--- src/rtl/serial_adder_if.sv ---
// Operand/result handshake bundle for serial_adder.
// The master drives operands and out_ready; the slave returns the result side.
interface serial_adder_if #(
   parameter int WIDTH = 8
);
   logic             in_valid;
   logic             in_ready;
   logic [WIDTH-1:0] a;
   logic [WIDTH-1:0] b;
   logic             cin;
   logic             sub;
   logic             out_valid;
   logic             out_ready;
   logic [WIDTH-1:0] sum;
   logic             cout;
   logic             ovf;
   logic             busy;

   modport master (
      output in_valid, a, b, cin, sub, out_ready,
      input  in_ready, out_valid, sum, cout, ovf, busy
   );

   modport slave (
      input  in_valid, a, b, cin, sub, out_ready,
      output in_ready, out_valid, sum, cout, ovf, busy
   );
endinterface

--- src/rtl/serial_adder.sv ---
// Digit-serial add/subtract unit: one DIGIT-bit ripple slice per cycle, LSB digit first.
// Subtraction is a + ~b + 1; the result is held until the next operation completes.
module serial_adder #(
   parameter int WIDTH = 8,
   parameter int DIGIT = 1
) (
   input  logic          clk,
   input  logic          rst_n,
   serial_adder_if.slave io_bus
);
   localparam int NSTEP = WIDTH / DIGIT;
   localparam int CW    = (NSTEP > 1) ? $clog2(NSTEP) : 1;

   if (WIDTH < 1 || DIGIT < 1 || (WIDTH % DIGIT) != 0) begin : g_param_check
      $error("serial_adder: WIDTH must be a positive multiple of DIGIT");
   end

   typedef enum logic [1:0] {
      ST_IDLE = 2'd0,
      ST_RUN  = 2'd1,
      ST_DONE = 2'd2
   } state_t;

   state_t           r_state;
   state_t           w_state_next;
   logic [WIDTH-1:0] r_a;
   logic [WIDTH-1:0] r_b;
   logic [WIDTH-1:0] r_acc;
   logic [WIDTH-1:0] r_sum;
   logic             r_c;
   logic             r_cout;
   logic             r_ovf;
   logic             r_msb_a;
   logic             r_msb_b;
   logic [CW-1:0]    r_cnt;

   logic             w_in_ready;
   logic             w_out_valid;
   logic             w_busy;
   logic             w_accept;
   logic             w_last;
   logic [DIGIT:0]   w_dsum;
   logic [WIDTH-1:0] w_b_eff;
   logic [WIDTH-1:0] w_acc_next;

   assign w_b_eff  = io_bus.b ^ {WIDTH{io_bus.sub}};
   assign w_accept = io_bus.in_valid && w_in_ready;
   assign w_last   = (r_cnt == CW'(NSTEP - 1));
   assign w_dsum   = {1'b0, r_a[DIGIT-1:0]} + {1'b0, r_b[DIGIT-1:0]} + {{DIGIT{1'b0}}, r_c};

   // New digit enters at the top; the accumulator shifts toward the LSB.
   if (DIGIT == WIDTH) begin : g_acc_full
      assign w_acc_next = w_dsum[DIGIT-1:0];
   end else begin : g_acc_shift
      assign w_acc_next = {w_dsum[DIGIT-1:0], r_acc[WIDTH-1:DIGIT]};
   end

   // State register
   always_ff @(posedge clk or negedge rst_n) begin
      if (!rst_n) begin
         r_state <= ST_IDLE;
      end else begin
         r_state <= w_state_next;
      end
   end

   // Next-state decode
   always_comb begin
      w_state_next = r_state;
      case (r_state)
         ST_IDLE: begin
            if (w_accept) w_state_next = ST_RUN;
            else          w_state_next = ST_IDLE;
         end
         ST_RUN: begin
            if (w_last) w_state_next = ST_DONE;
            else        w_state_next = ST_RUN;
         end
         ST_DONE: begin
            if (io_bus.out_ready && io_bus.in_valid) w_state_next = ST_RUN;
            else if (io_bus.out_ready)               w_state_next = ST_IDLE;
            else                                     w_state_next = ST_DONE;
         end
         default: w_state_next = ST_IDLE;
      endcase
   end

   // Handshake outputs decoded from state
   always_comb begin
      w_in_ready  = 1'b0;
      w_out_valid = 1'b0;
      w_busy      = 1'b0;
      case (r_state)
         ST_IDLE: w_in_ready = 1'b1;
         ST_RUN:  w_busy     = 1'b1;
         ST_DONE: begin
            w_out_valid = 1'b1;
            w_in_ready  = io_bus.out_ready;
         end
         default: w_in_ready = 1'b0;
      endcase
   end

   // Operand capture, digit iteration and result latching
   always_ff @(posedge clk or negedge rst_n) begin
      if (!rst_n) begin
         r_a     <= '0;
         r_b     <= '0;
         r_acc   <= '0;
         r_sum   <= '0;
         r_c     <= 1'b0;
         r_cout  <= 1'b0;
         r_ovf   <= 1'b0;
         r_msb_a <= 1'b0;
         r_msb_b <= 1'b0;
         r_cnt   <= '0;
      end else if (w_accept) begin
         r_a     <= io_bus.a;
         r_b     <= w_b_eff;
         r_c     <= io_bus.sub ? 1'b1 : io_bus.cin;
         r_msb_a <= io_bus.a[WIDTH-1];
         r_msb_b <= w_b_eff[WIDTH-1];
         r_cnt   <= '0;
      end else if (r_state == ST_RUN) begin
         r_a   <= r_a >> DIGIT;
         r_b   <= r_b >> DIGIT;
         r_acc <= w_acc_next;
         r_c   <= w_dsum[DIGIT];
         r_cnt <= r_cnt + CW'(1);
         if (w_last) begin
            r_sum  <= w_acc_next;
            r_cout <= w_dsum[DIGIT];
            r_ovf  <= (r_msb_a == r_msb_b) && (w_acc_next[WIDTH-1] != r_msb_a);
         end else begin
            r_sum  <= r_sum;
         end
      end else begin
         r_cnt <= r_cnt;
      end
   end

   assign io_bus.in_ready  = w_in_ready;
   assign io_bus.out_valid = w_out_valid;
   assign io_bus.busy      = w_busy;
   assign io_bus.sum       = r_sum;
   assign io_bus.cout      = r_cout;
   assign io_bus.ovf       = r_ovf;
endmodule
--- src/flat_wrapper.sv ---
// flat-port wrapper written by rule: the top's interface ports become plain ports
module serial_adder_flat 
#(
   parameter int WIDTH = 8,
   parameter int DIGIT = 1
)
  (clk, rst_n, io_bus_in_valid, io_bus_a, io_bus_b, io_bus_cin, io_bus_sub, io_bus_out_ready, io_bus_in_ready, io_bus_out_valid, io_bus_sum, io_bus_cout, io_bus_ovf, io_bus_busy);
  serial_adder_if #(.WIDTH(WIDTH)) io_bus_i ();
  input  logic clk;
  input  logic rst_n;
  input wire logic [$bits(io_bus_i.in_valid)-1:0] io_bus_in_valid;
  input wire logic [$bits(io_bus_i.a)-1:0] io_bus_a;
  input wire logic [$bits(io_bus_i.b)-1:0] io_bus_b;
  input wire logic [$bits(io_bus_i.cin)-1:0] io_bus_cin;
  input wire logic [$bits(io_bus_i.sub)-1:0] io_bus_sub;
  input wire logic [$bits(io_bus_i.out_ready)-1:0] io_bus_out_ready;
  output wire logic [$bits(io_bus_i.in_ready)-1:0] io_bus_in_ready;
  output wire logic [$bits(io_bus_i.out_valid)-1:0] io_bus_out_valid;
  output wire logic [$bits(io_bus_i.sum)-1:0] io_bus_sum;
  output wire logic [$bits(io_bus_i.cout)-1:0] io_bus_cout;
  output wire logic [$bits(io_bus_i.ovf)-1:0] io_bus_ovf;
  output wire logic [$bits(io_bus_i.busy)-1:0] io_bus_busy;
  assign io_bus_i.in_valid = io_bus_in_valid;
  assign io_bus_i.a = io_bus_a;
  assign io_bus_i.b = io_bus_b;
  assign io_bus_i.cin = io_bus_cin;
  assign io_bus_i.sub = io_bus_sub;
  assign io_bus_i.out_ready = io_bus_out_ready;
  assign io_bus_in_ready = io_bus_i.in_ready;
  assign io_bus_out_valid = io_bus_i.out_valid;
  assign io_bus_sum = io_bus_i.sum;
  assign io_bus_cout = io_bus_i.cout;
  assign io_bus_ovf = io_bus_i.ovf;
  assign io_bus_busy = io_bus_i.busy;
  serial_adder #(.WIDTH(WIDTH), .DIGIT(DIGIT)) u_core (.clk(clk), .rst_n(rst_n), .io_bus(io_bus_i));
endmodule
--- config.mk ---
export PLATFORM = sky130hd
export DESIGN_NAME = serial_adder_flat
export DESIGN_NICKNAME = d
export VERILOG_FILES = /design/src/rtl/serial_adder_if.sv /design/src/rtl/serial_adder.sv /design/src/flat_wrapper.sv
export SDC_FILE = /design/constraint.sdc
export NUM_CORES = 1
export LEC_CHECK = 0
export BUFFER_PORTS_ARGS = -buffer_cell sky130_fd_sc_hd__buf_2
export CORE_ASPECT_RATIO = 2
export CORE_UTILIZATION = 40
export CTS_CLUSTER_SIZE = 8
export DETAILED_ROUTE_END_ITERATION = 7
export PLACE_DENSITY = 0.6
export SLEW_MARGIN = 25
export SYNTH_ARGS = -nofsm -noshare
export SYNTH_HDL_FRONTEND = slang
export SYNTH_SLANG_ARGS = --single-unit
--- constraint.sdc ---
create_clock -name clk -period 5 [get_ports clk]
set_clock_uncertainty 0.15 [all_clocks]
set_input_delay 0.75 -clock clk [delete_from_list [all_inputs] [get_ports clk]]
set_output_delay 0.75 -clock clk [all_outputs]
set_load 0.01 [all_outputs]
# == After elaboration in Yosys (flattened, before gate mapping) ==
# Index checks and enable logic that the tools add are counted.
# op_classes
n_addsub,3
n_mul,0
div_mod_pow,0
order_cmp,0
eq_ne,5
shift,0
muxes,17
bitwise,2
reduce_logical,7
# op_table
cell,count
2-to-1 mux 8 bit,4
bitwise XOR 8 bit,1
2-to-1 mux 1 bit,6
2-to-1 mux 2 bit,3
2-to-1 mux 3 bit,2
one-hot mux 2 bit (3 select lines),1
"adder 3 x 1 -> 3 bit, second input constant",1
"== test 3 bit, second input constant",1
logical AND 1 bit,3
AND reduction 3 bit,1
adder 1 x 1 -> 2 bit,1
adder 2 x 1 -> 2 bit,1
"== test 2 x 1 -> 1 bit, second input constant",1
"== test 2 bit, second input constant",1
zero test 2 bit,1
one-hot mux 1 bit (2 select lines),1
AND reduction 2 bit,1
nonzero test 2 bit,1
== test 1 bit,1
inequality test 1 bit,1
NOT 1 bit,1
# word_totals
register_bits,42
latch_bits,0
ramBits,0
mem_bits_ro,0
out_inout_bits,13
elab_cells,45
mem_count,0

# == Logic depth before layout (Yosys ltp) ==
# Gate-level depths: netlist of run 1.
# depth
ltp_word,5
mapped_depth,6
mapped_depth_nobuf,5

# == Worst setup path after synthesis of run 1 ==
# No wires, ideal clock.
# synth_timing
path_type,input-to-output
from,in io_bus_out_ready
to,out io_bus_in_ready
arrival_ns,1.050
path_slack_ns,3.050
stages,2
path_buffers,0
cell_sequence,inv_1 a21oi_1
# synth_via
elab_chain_cells,1
# synth_rtl
item,line,rtl
from (decl),flat_wrapper.sv:16,input wire logic [$bits(io_bus_i.out_ready)-1:0] io_bus_out_ready;
one-hot mux 1 bit (2 select lines),serial_adder.sv:93,case (r_state)
to (decl),flat_wrapper.sv:17,output wire logic [$bits(io_bus_i.in_ready)-1:0] io_bus_in_ready;
# Every way passes these cells.

# == Worst setup path after layout of run 1 ==
# layout_timing
from,reg u_core.r_state[1]
to,out io_bus_busy
# layout_via
elab_chain_cells,2
# layout_rtl
item,line,rtl
from (decl),serial_adder.sv:24,state_t r_state;
from (signal assigned),serial_adder.sv:63,r_state <= w_state_next;
== test 2 x 1 -> 1 bit,serial_adder.sv:93,
2-to-1 mux 1 bit,serial_adder.sv:93,
to (decl),flat_wrapper.sv:22,output wire logic [$bits(io_bus_i.busy)-1:0] io_bus_busy;
# Every way passes these cells.

==> summary.txt, run 1 <==
STA
  • Share of the clock period used by the worst path: ~52%
  • Total negative setup slack: 0 ps
  • Final Hold Vio Count: 0
  • Worst-Margin Slew: about 940 ps
  • Pins Over Slew Limit: 0
  • Final setup viols: 0
  • Post-layout min period: 2590 ps
  • Peak Freq: about 390 MHz
  • Unrepaired setup endpoints after global routing: no
  • Relative slew margins: approximately 37%

Cells and area
  • Fill cell count: approximately 450
  • Nets: around 220
  • Final cell count without fillers: approximately 250
  • Final instance area: between 2000 and 2500 sq um
  • Share of cells above drive strength 1: roughly 34%
  • Layout area overhead: 15.1%
  • N_diodes: 0

Synth
  • Synth warn: 0
  • Cell taking the most area after synthesis: dfrtp_1
  • Commonest cells in the netlist: dfrtp_1, nand2_1, mux2_2
  • Synth Cell Area: roughly 1900 sq um
  • Yosys top cell area share: a little over half
  • Gate Count Post-Synth: 157
  • Top post-synthesis cells by area: dfrtp_1, mux2_2, mux2i_1
  • Count leader, synth: dfrtp_1
  • Post-synth EDFFs: 0
  • Top_reg_cell synth: dfrtp_1
  • Post-synthesis compound-gate area fraction: approximately 3.7%
  • Multiplexer area fraction after synthesis: a little under a quarter
  • Post-synthesis sequential area ratio: a little over half
  • Synth Area in Simple Gates: 7.99%
  • #FFs+latches synth: 41
  • Largest family of logic cells by synthesized area: multiplexers
  • XOR/XNOR share of the synthesized area: slightly above 4%
  • Async set-reset flop share out of synthesis: between 90% and 100%
  • Adder-cell share of the synthesized area: approximately 2.4%
  • Post-synth cell types: 26
  • Post-Syn Nets: approximately 180
  • Syn avg cell area: roughly 12 sq um

Routing
  • Total wire length: 3.15 mm
  • Initial DRC Count: 16
  • Final antenna-violating net count: 0
  • Average wire per standard cell: approximately 13 um
  • # DRC: 0
  • Vias per cell: between 4 and 5
  • Via Count: 1,186
  • Drt pass-1 iters: 3

Floorplan
  • Die footprint: between 5000 and 6000 sq um
  • Core area: 4600 sq um
  • Initial core utilization: approximately two fifths
  • Rows: 35
  • Die H: 99.7 um
  • Die width: around 51 um
  • IO Count: 35

GRT
  • Gr ovfl total: 0
  • All-layer global routing usage: roughly 15%
  • Largest net degree at the start of global routing: 42
  • First-pass GRT wire length: between 5 and 6 mm
  • Vias in the first global route: ~1,300
  • Initial antenna violation count: 0

Place
  • Post-DP HPWL: ~2.3 mm
  • Dpl cells: 239
  • GPL Wtd Cong: ~0.69
  • Cell Area, Placed: ~2100 sq um
  • Port bufs: 34

Power
  • Maximum VDD drop: 0.246 mV
  • Clock power frac: between 10% and 20%
  • Comb power frac: 38.7%
  • Internal power: 863 uW
  • Reg power frac: approximately 43%
  • Sw Ratio: 33.2%
  • Pwr dens: about 590 nW/um^2
  • Static leakage: approximately 0.0012 uW
  • Pwr Total: about 1300 uW
  • Sw power: between 400 and 500 uW

Critical path
  • Slowest cell on crit path: dfrtp_1
  • CP Data Required Time: 4100 ps
  • Worst path max stage delay: between 400 and 500 ps
  • CP startpoint: u_core.r_state[1]
  • Worst reg2reg path depth: 4
  • Max Fanout on Critical Path: 26
  • Crit end category: output port
  • Worst r2r dst: u_core.io_bus.sum[3]
  • Worst Setup Start Kind: flop
  • Crit path arrival time: 1690 ps
  • WS Path Type: flop to output port
  • Buf/Inv on CP: 3
  • R2R setup slack: 3070 ps
  • Stages on worst setup path: 4
  • Worst setup path endpoint: io_bus_busy
  • CP delay by family, top: buffers and inverters
  • R2r startpoint: u_core.r_cnt[0]
  • Critical-path cell list: nand2b_1, buf_4, inv_1, buf_2

Clock tree
  • CTS root buf: clkbuf_8
  • H-tree depth: 2
  • Num CTS Buffers: 5
  • Clock transition at path regs: 70 ps
  • # Post-CTS Setup Buffers: 0
  • Post-CTS Hold Fix Bufs: 0
  • TritonCTS clock tree: built
  • Clock Tree Buf Depth: 2
  • Worst skew pair latency: just under 300 ps
  • CTS resizes: 0
  • Clock sink count: slightly above 40

Min path
  • Hold Crit Class: flop to flop

Job
  • Max cap viols: 0

Run status
  • Outcome: complete, no violations
==> stage by stage <==
step | setup WS, ps | utilization (%) | hold slack, ps
6_report | 2410 | 47.8 | 328
5_1_grt | 2270 | 47.8 | 371
4_1_cts | 2370 | 47.8 | 334
3_5_place_dp | 2580 | 45.6 | 316
3_3_place_gp | 2600 | 45.6 | 310
2_1_floorplan | 3050 | - | 292
==> sequential cells by signal, summed over array words and instances, names as in the netlist <==
name and flops:
u_core.r_c 1, u_core.r_a 8, u_core.io_bus.cout 1, u_core.r_state 2
u_core.io_bus.ovf 1, u_core.r_acc 7, u_core.r_b 8, u_core.io_bus.sum 8
u_core.r_msb_b 1, u_core.r_cnt 3, u_core.r_msb_a 1
==> final cells by class <==
class	instances	area [sq um]	area share (%)
Clock buffer	7	96.3	4.38
Multi-Input combinational cell	100	793	36.1
Tap cell	55	68.8	3.13
Timing Repair Buffer	35	178	8.09
Sequential cell	41	1030	46.7
Inverter	8	30.0	1.37
Clock inverter	1	5.00	0.228
==> logic make-up after synthesis <==
kind of cell,Yosys count
simple gates,36
mux,41
flops,41
xor+xnor,9
compound gates,11
fa+ha+maj,3
buf+inv,16
==> power by group through the flow <==
stage          combinational, uW  clock (uW)  sequential [uW]
2_1_floorplan                399           0              563
3_3_place_gp                 491           0              560
3_5_place_dp                 512           0              569
4_1_cts                      512         241              563
5_1_grt                      566         253              585
6_report                     499         231              561
==> tightest hold or removal path: cells and delay by family (launching register included) <==
family / cells / cell delay (ps)
and+or+nand+nor: 1 / 40
DFF: 1 / 340
AOI/OAI and AO/OA: 1 / 60
==> routing by layer <==
layer	up-vias	part of all wire (%)	GRT usage, %
met4	0	2.6	8.12
met1	562	39	15.0
li1	588	-	-
met2	28	55	26.1
met3	8	3.3	3.52
met5	-	0	0
==> worst min-delay path by stage <==
stage / startpoint / slack, ps / cells past startpoint / end
2_1_floorplan: u_core.r_acc[1] / 290 / 2 / u_core.r_acc[1]
3_3_place_gp: u_core.r_acc[1] / 310 / 2 / u_core.r_acc[1]
3_5_place_dp: u_core.io_bus.sum[7] / 320 / 2 / u_core.io_bus.sum[7]
4_1_cts: u_core.io_bus.sum[7] / 330 / 2 / u_core.io_bus.sum[7]
5_1_grt: u_core.io_bus.sum[7] / 370 / 2 / u_core.io_bus.sum[7]
6_report: u_core.io_bus.sum[7] / 330 / 2 / u_core.io_bus.sum[7]
==> placed cells by master (no fill, tap or decap), types with 2 or more instances in the layout <==
cell type and n:
a21boi_0 2, a21oi_1 2, buf_2 34, clkbuf_8 7, dfrtp_1 41, ha_1 2
inv_1 8, mux2_2 21, mux2_4 2, mux2i_1 18, nand2_1 28, nor2_1 2
o21ai_0 4, xnor2_1 9
Note: power is estimated with default switching activity, not from simulation.
==> inputs of run 2 (changes only) <==
ABC_AREA = 1   (was default)
PLACE_DENSITY = 0.59   (was 0.6)
clock period = 2.4 ns   (was 5 ns; I/O delays follow)
==> summary.txt, run 2 <==
Routing
  • Vias per cell: approximately 4.7
  • Initial DRC Count: 42
  • Via Count: about 1,700
  • Drt pass-1 iters: 4
  • Total wire length: ~4 mm
  • Final antenna-violating net count: 0
  • Average wire per standard cell: ~11 um
  • # DRC: 0

Place
  • GPL Wtd Cong: around 0.77
  • Post-DP HPWL: 2.96 mm
  • Cell Area, Placed: between 2000 and 2500 sq um
  • Port bufs: 34
  • Dpl cells: 357

Clock tree
  • Post-CTS Hold Fix Bufs: 1
  • TritonCTS clock tree: built
  • CTS root buf: clkbuf_8
  • Clock Tree Buf Depth: 2
  • CTS resizes: 0
  • # Post-CTS Setup Buffers: 0
  • Worst skew pair latency: roughly 290 ps
  • Clock transition at path regs: around 70 ps
  • Num CTS Buffers: 5
  • Clock sink count: ~40
  • H-tree depth: 2

Floorplan
  • Die footprint: ~5800 sq um
  • IO Count: 35
  • Core area: 5180 sq um
  • Die H: 106 um
  • Initial core utilization: 42.0%
  • Rows: 37
  • Die width: about 54 um

Synth
  • Post-synth EDFFs: 0
  • Cell taking the most area after synthesis: dfrtp_1
  • Gate Count Post-Synth: between 200 and 300
  • Commonest cells in the netlist: nand2_1, dfrtp_1, inv_1
  • #FFs+latches synth: 41
  • Synth Cell Area: between 2000 and 2500 sq um
  • Multiplexer area fraction after synthesis: 0%
  • Post-synthesis compound-gate area fraction: around 6.0%
  • Top post-synthesis cells by area: dfrtp_1, nand2_1, nand3_1
  • Top_reg_cell synth: dfrtp_1
  • Yosys top cell area share: a little under half
  • Adder-cell share of the synthesized area: between 2 and 2.5%
  • Largest family of logic cells by synthesized area: simple AND/OR/NAND/NOR gates
  • Syn avg cell area: around 7.9 sq um
  • Synth Area in Simple Gates: between 30 and 40%
  • Post-Syn Nets: 299
  • Post-synth cell types: 22
  • Count leader, synth: nand2_1
  • XOR/XNOR share of the synthesized area: 0.805%
  • Synth warn: 0
  • Post-synthesis sequential area ratio: a little under half
  • Async set-reset flop share out of synthesis: 100%

Critical path
  • Worst reg2reg path depth: 6
  • Crit end category: output port
  • WS Path Type: flop to output port
  • Worst Setup Start Kind: flop
  • Max Fanout on Critical Path: 35
  • CP Data Required Time: 1890 ps
  • Crit path arrival time: 1490 ps

Power
  • Internal power: approximately 1800 uW
  • Maximum VDD drop: between 0.5 and 0.6 mV
  • Static leakage: ~0.0014 uW
  • Sw power: approximately 1200 uW
  • Sw Ratio: 39.9%
  • Clock power frac: roughly a fifth
  • Comb power frac: between 40% and 50%
  • Pwr dens: 1230 nW/um^2
  • Reg power frac: 38.2%

STA
  • Post-layout min period: 2000 ps
  • Unrepaired setup endpoints after global routing: no
  • Final setup viols: 0
  • Final Hold Vio Count: 0
  • Relative slew margins: a little over two thirds
  • Peak Freq: 500 MHz
  • Pins Over Slew Limit: 0
  • Share of the clock period used by the worst path: a little over four fifths
  • Total negative setup slack: 0 ps
  • Worst-Margin Slew: around 450 ps

GRT
  • Largest net degree at the start of global routing: 36
  • Gr ovfl total: 0
  • Initial antenna violation count: 0
  • First-pass GRT wire length: just over 7 mm
  • Vias in the first global route: about 1,700
  • All-layer global routing usage: between 10% and 20%

Cells and area
  • N_diodes: 0
  • Final instance area: 2480 sq um
  • Nets: ~330
  • Share of cells above drive strength 1: between 20% and 30%
  • Most frequent cells in the layout: nand2_1, dfrtp_1, buf_2
  • Final cell count without fillers: between 300 and 400
  • Most common cell after layout, fill and taps aside: nand2_1
  • Layout area overhead: 14.1%

Job
  • Max cap viols: 0

Min path
  • Hold Crit Class: input pin to flop
  • WHS Path Cells: 2

Run status
  • Outcome: complete, no violations
## run 2: cell count changes after synthesis, sizes merged, moves of 2 or more
cell	change
nand2	+94
nand3	+34
inv	+26
mux2	-23
mux2i	-18
o21ai	+14
xnor2	-9
buf	+7
a21boi	-2
a21oi	-2
xor2	+2
## run 2: power groups by stage
stage	clock, uW	sequential, uW	combinational (uW)
floorplan	0	1190	1060
global route	623	1200	1520
CTS	593	1170	1340
detailed placement	0	1180	1330
finish	577	1170	1310
global placement	0	1180	1310
## run 2: cell type report
class | instances | area [sq um]
clock buffers | 7 | 86.3
fillers | 585 | 2700
repair buffers | 40 | 218
flip-flops and latches | 41 | 1030
clock inverters | 1 | 30.0
well taps | 58 | 72.6
inverters | 34 | 130
multi-input cells | 185 | 920
## run 2: cell families (layout without fill, tap and decap cells)
| family | Yosys count | after routing |
|---|---|---|
| adders and majority gates | 3 | 3 |
| and+or+nand+nor | 160 | 160 |
| DFF | 41 | 41 |
| buffers and inverters | 48 | 82 |
| AOI/OAI and AO/OA | 20 | 20 |
| xor gates and xnor gates | 2 | 2 |
## run 2: stage by stage
step / utilization (%) / setup WS [ps] / hold WS (ps) / total power, uW
after floorplan: - / 959 / -85.6 / 2250
after global placement: 45.4 / 711 / 185 / 2490
after detailed placement: 45.4 / 696 / 191 / 2510
after CTS: 47.9 / 369 / 145 / 3100
after global routing: 47.9 / 287 / 163 / 3340
final: 47.9 / 399 / 150 / 3050
## run 2: path summary, 6_finish.rpt
check / start / end / slack, ps
min reg2reg: u_core.io_bus.sum[3] / u_core.io_bus.sum[3] / 330
max reg2reg: u_core.r_state[1] / u_core.io_bus.sum[7] / 730
min: io_bus_out_ready / u_core.r_state[1] / 150
min in group asynchronous: rst_n / u_core.io_bus.sum[1] / 390
max: u_core.r_state[1] / io_bus_busy / 400
max in group asynchronous: rst_n / u_core.r_a[4] / 1170
## run 2: layer usage
| layer | routed length [um] | global-route usage (%) | share of wire [%] | up-vias |
|---|---|---|---|---|
| li1 | - | - | - | 901 |
| met1 | 1740 | 19.0 | 43 | 792 |
| met2 | 2110 | 29.5 | 52 | 30 |
| met3 | 140 | 3.29 | 3.5 | 6 |
| met4 | 66 | 6.04 | 1.6 | 0 |
| met5 | 0 | 0 | 0 | - |
## run 2: critical path, cell delays in order, from the launching register on
cell	delay, ps
dfrtp_1	420
inv_2	100
nand2_4	220
inv_4	280
buf_2	180
==> inputs of run 3 (changes only) <==
PLACE_DENSITY = 0.61   (was 0.59)
clock period = 1.6 ns   (was 2.4 ns; I/O delays follow)
==> summary.txt, run 3 (synthesized netlist as in run 2, its figures left out) <==
Routing
  • Drt pass-1 iters: 4
  • Initial DRC Count: 38
  • Vias per cell: roughly 4.8
  • Average wire per standard cell: 11.7 um
  • # DRC: 0
  • Final antenna-violating net count: 0
  • Via Count: around 1,800
  • Total wire length: approximately 4.4 mm

Cells and area
  • Layout area overhead: 16.0%
  • Nets: ~340
  • N_diodes: 0
  • Most common cell after layout, fill and taps aside: nand2_1
  • Share of cells above drive strength 1: roughly a quarter
  • Most frequent cells in the layout: nand2_1, dfrtp_1, buf_2

Critical path
  • Worst r2r dst: u_core.r_state[0]
  • Critical-path cell list: inv_2, nand2_2, nand2_8, buf_2
  • Crit path arrival time: between 1000 and 1500 ps
  • Worst path max stage delay: 430 ps
  • CP delay by family, top: flip-flops
  • Crit end category: output port
  • CP Data Required Time: between 1000 and 1500 ps
  • R2R setup slack: around 90 ps
  • Buf/Inv on CP: 2
  • Worst Setup Start Kind: flop
  • Max Fanout on Critical Path: 5
  • Slowest cell on crit path: dfrtp_1
  • R2r startpoint: u_core.r_cnt[0]
  • WS Path Type: flop to output port
  • Worst reg2reg path depth: 4

STA
  • Pins Over Slew Limit: 0
  • Final setup viols: 0
  • Total negative setup slack: 0 ps
  • Worst hold slack: 11.7 ps
  • Peak Freq: 646 MHz
  • Unrepaired setup endpoints after global routing: no
  • Final Hold Vio Count: 0
  • Relative slew margins: between 80 and 90%
  • Post-layout min period: around 1500 ps
  • Worst-Margin Slew: around 260 ps
  • Share of the clock period used by the worst path: a little over nine tenths

Clock tree
  • Num CTS Buffers: 5
  • Clock Tree Buf Depth: 2
  • Worst skew pair latency: 290 ps
  • TritonCTS clock tree: built
  • H-tree depth: 2
  • Clock transition at path regs: ~70 ps
  • CTS root buf: clkbuf_8
  • Clock sink count: 41

Floorplan
  • IO Count: 35
  • Initial core utilization: 42.0%
  • Die H: ~110 um
  • Core area: 5180 sq um
  • Die width: 54.2 um
  • Rows: 37
  • Die footprint: 5760 sq um

Min path
  • Hold path start: io_bus_out_ready
  • Hold Crit Class: input pin to flop
  • Hold EP: u_core.r_state[1]
  • WHS Path Cells: 2

Place
  • Port bufs: 34
  • Post-DP HPWL: ~3 mm
  • GPL Wtd Cong: 0.725

Run status
  • Outcome: complete, no violations

GRT
  • Gr ovfl total: 0
  • Largest net degree at the start of global routing: 42
  • Vias in the first global route: ~1,800
  • First-pass GRT wire length: between 7 and 8 mm
  • All-layer global routing usage: 17.9%
  • Initial antenna violation count: 0

Power
  • Maximum VDD drop: 0.942 mV
  • Static leakage: about 0.0015 uW
  • Pwr dens: approximately 1800 nW/um^2

Job
  • Max cap viols: 0
-- run 3: cell count changes in the layout (fill, tap and decap cells not counted), sizes merged --
cell    previous run  this run
bufinv             1         0
clkinv             0         2
clkbuf             7         6
buf               39        44
-- run 3: layer usage --
layer | track usage [%] | share of wire (%) | up-vias
li1 | - | - | 915
met1 | 19.5 | 42 | 812
met2 | 32.1 | 53 | 33
met3 | 3.15 | 2.8 | 8
met5 | 0 | 0 | -
met4 | 6.59 | 2.3 | 0
-- run 3: area by class of cell --
type,count,area (sq um)
repair buffers,45,280
inverters,34,135
flip-flops and latches,41,1030
multi-input cells,185,928
clock inverters,2,10.0
fillers,554,2660
clock buffers,6,72.6
well taps,58,72.6
-- run 3: worst register-to-register path, cell delays in order, from the launching register on --
cell and delay, ps:
dfrtp_1 390, ha_1 210, ha_1 260, or2_0 250, a22oi_1 160
-- run 3: how the worst max path moves through the flow --
stage	start	to	slack [ps]	cells past startpoint
2_1_floorplan	u_core.r_c	u_core.io_bus.ovf	160	5
3_3_place_gp	u_core.r_c	u_core.io_bus.ovf	110	5
3_5_place_dp	u_core.r_c	u_core.io_bus.ovf	110	5
4_1_cts	u_core.r_state[1]	io_bus_busy	30	4
5_1_grt	u_core.r_state[0]	io_bus_in_ready	10	4
6_report	u_core.r_state[0]	io_bus_in_ready	50	4
-- run 3: where the power goes --
part           total (uW)  switching (uW)  internal, uW
combinational        2190            1300           881
sequential           1760             252          1510
clock                 645             343           302
-- run 3: through the flow --
| step | std cells | total power, uW | instance area (sq um) | util [%] | worst slack [ps] |
|---|---|---|---|---|---|
| after floorplan | 274 | 3370 | 2180 | - | 159 |
| after global placement | 359 | 3870 | 2400 | 46.2 | 108 |
| after detailed placement | 359 | 3920 | 2400 | 46.2 | 106 |
| after CTS | 369 | 4630 | 2510 | 48.4 | 30.1 |
| after global routing | 371 | 5070 | 2520 | 48.7 | 9.75 |
| final | 371 | 4590 | 2520 | 48.7 | 52.3 |
-- run 3: what timing repair did --
action	in CTS	in global routing
endpoints found under the hold margin	41	0
gates resized for setup	2	1
pin swaps	1	0
buffers inserted	1	2
hold buffers	1	0
endpoints found under the setup margin	2	1
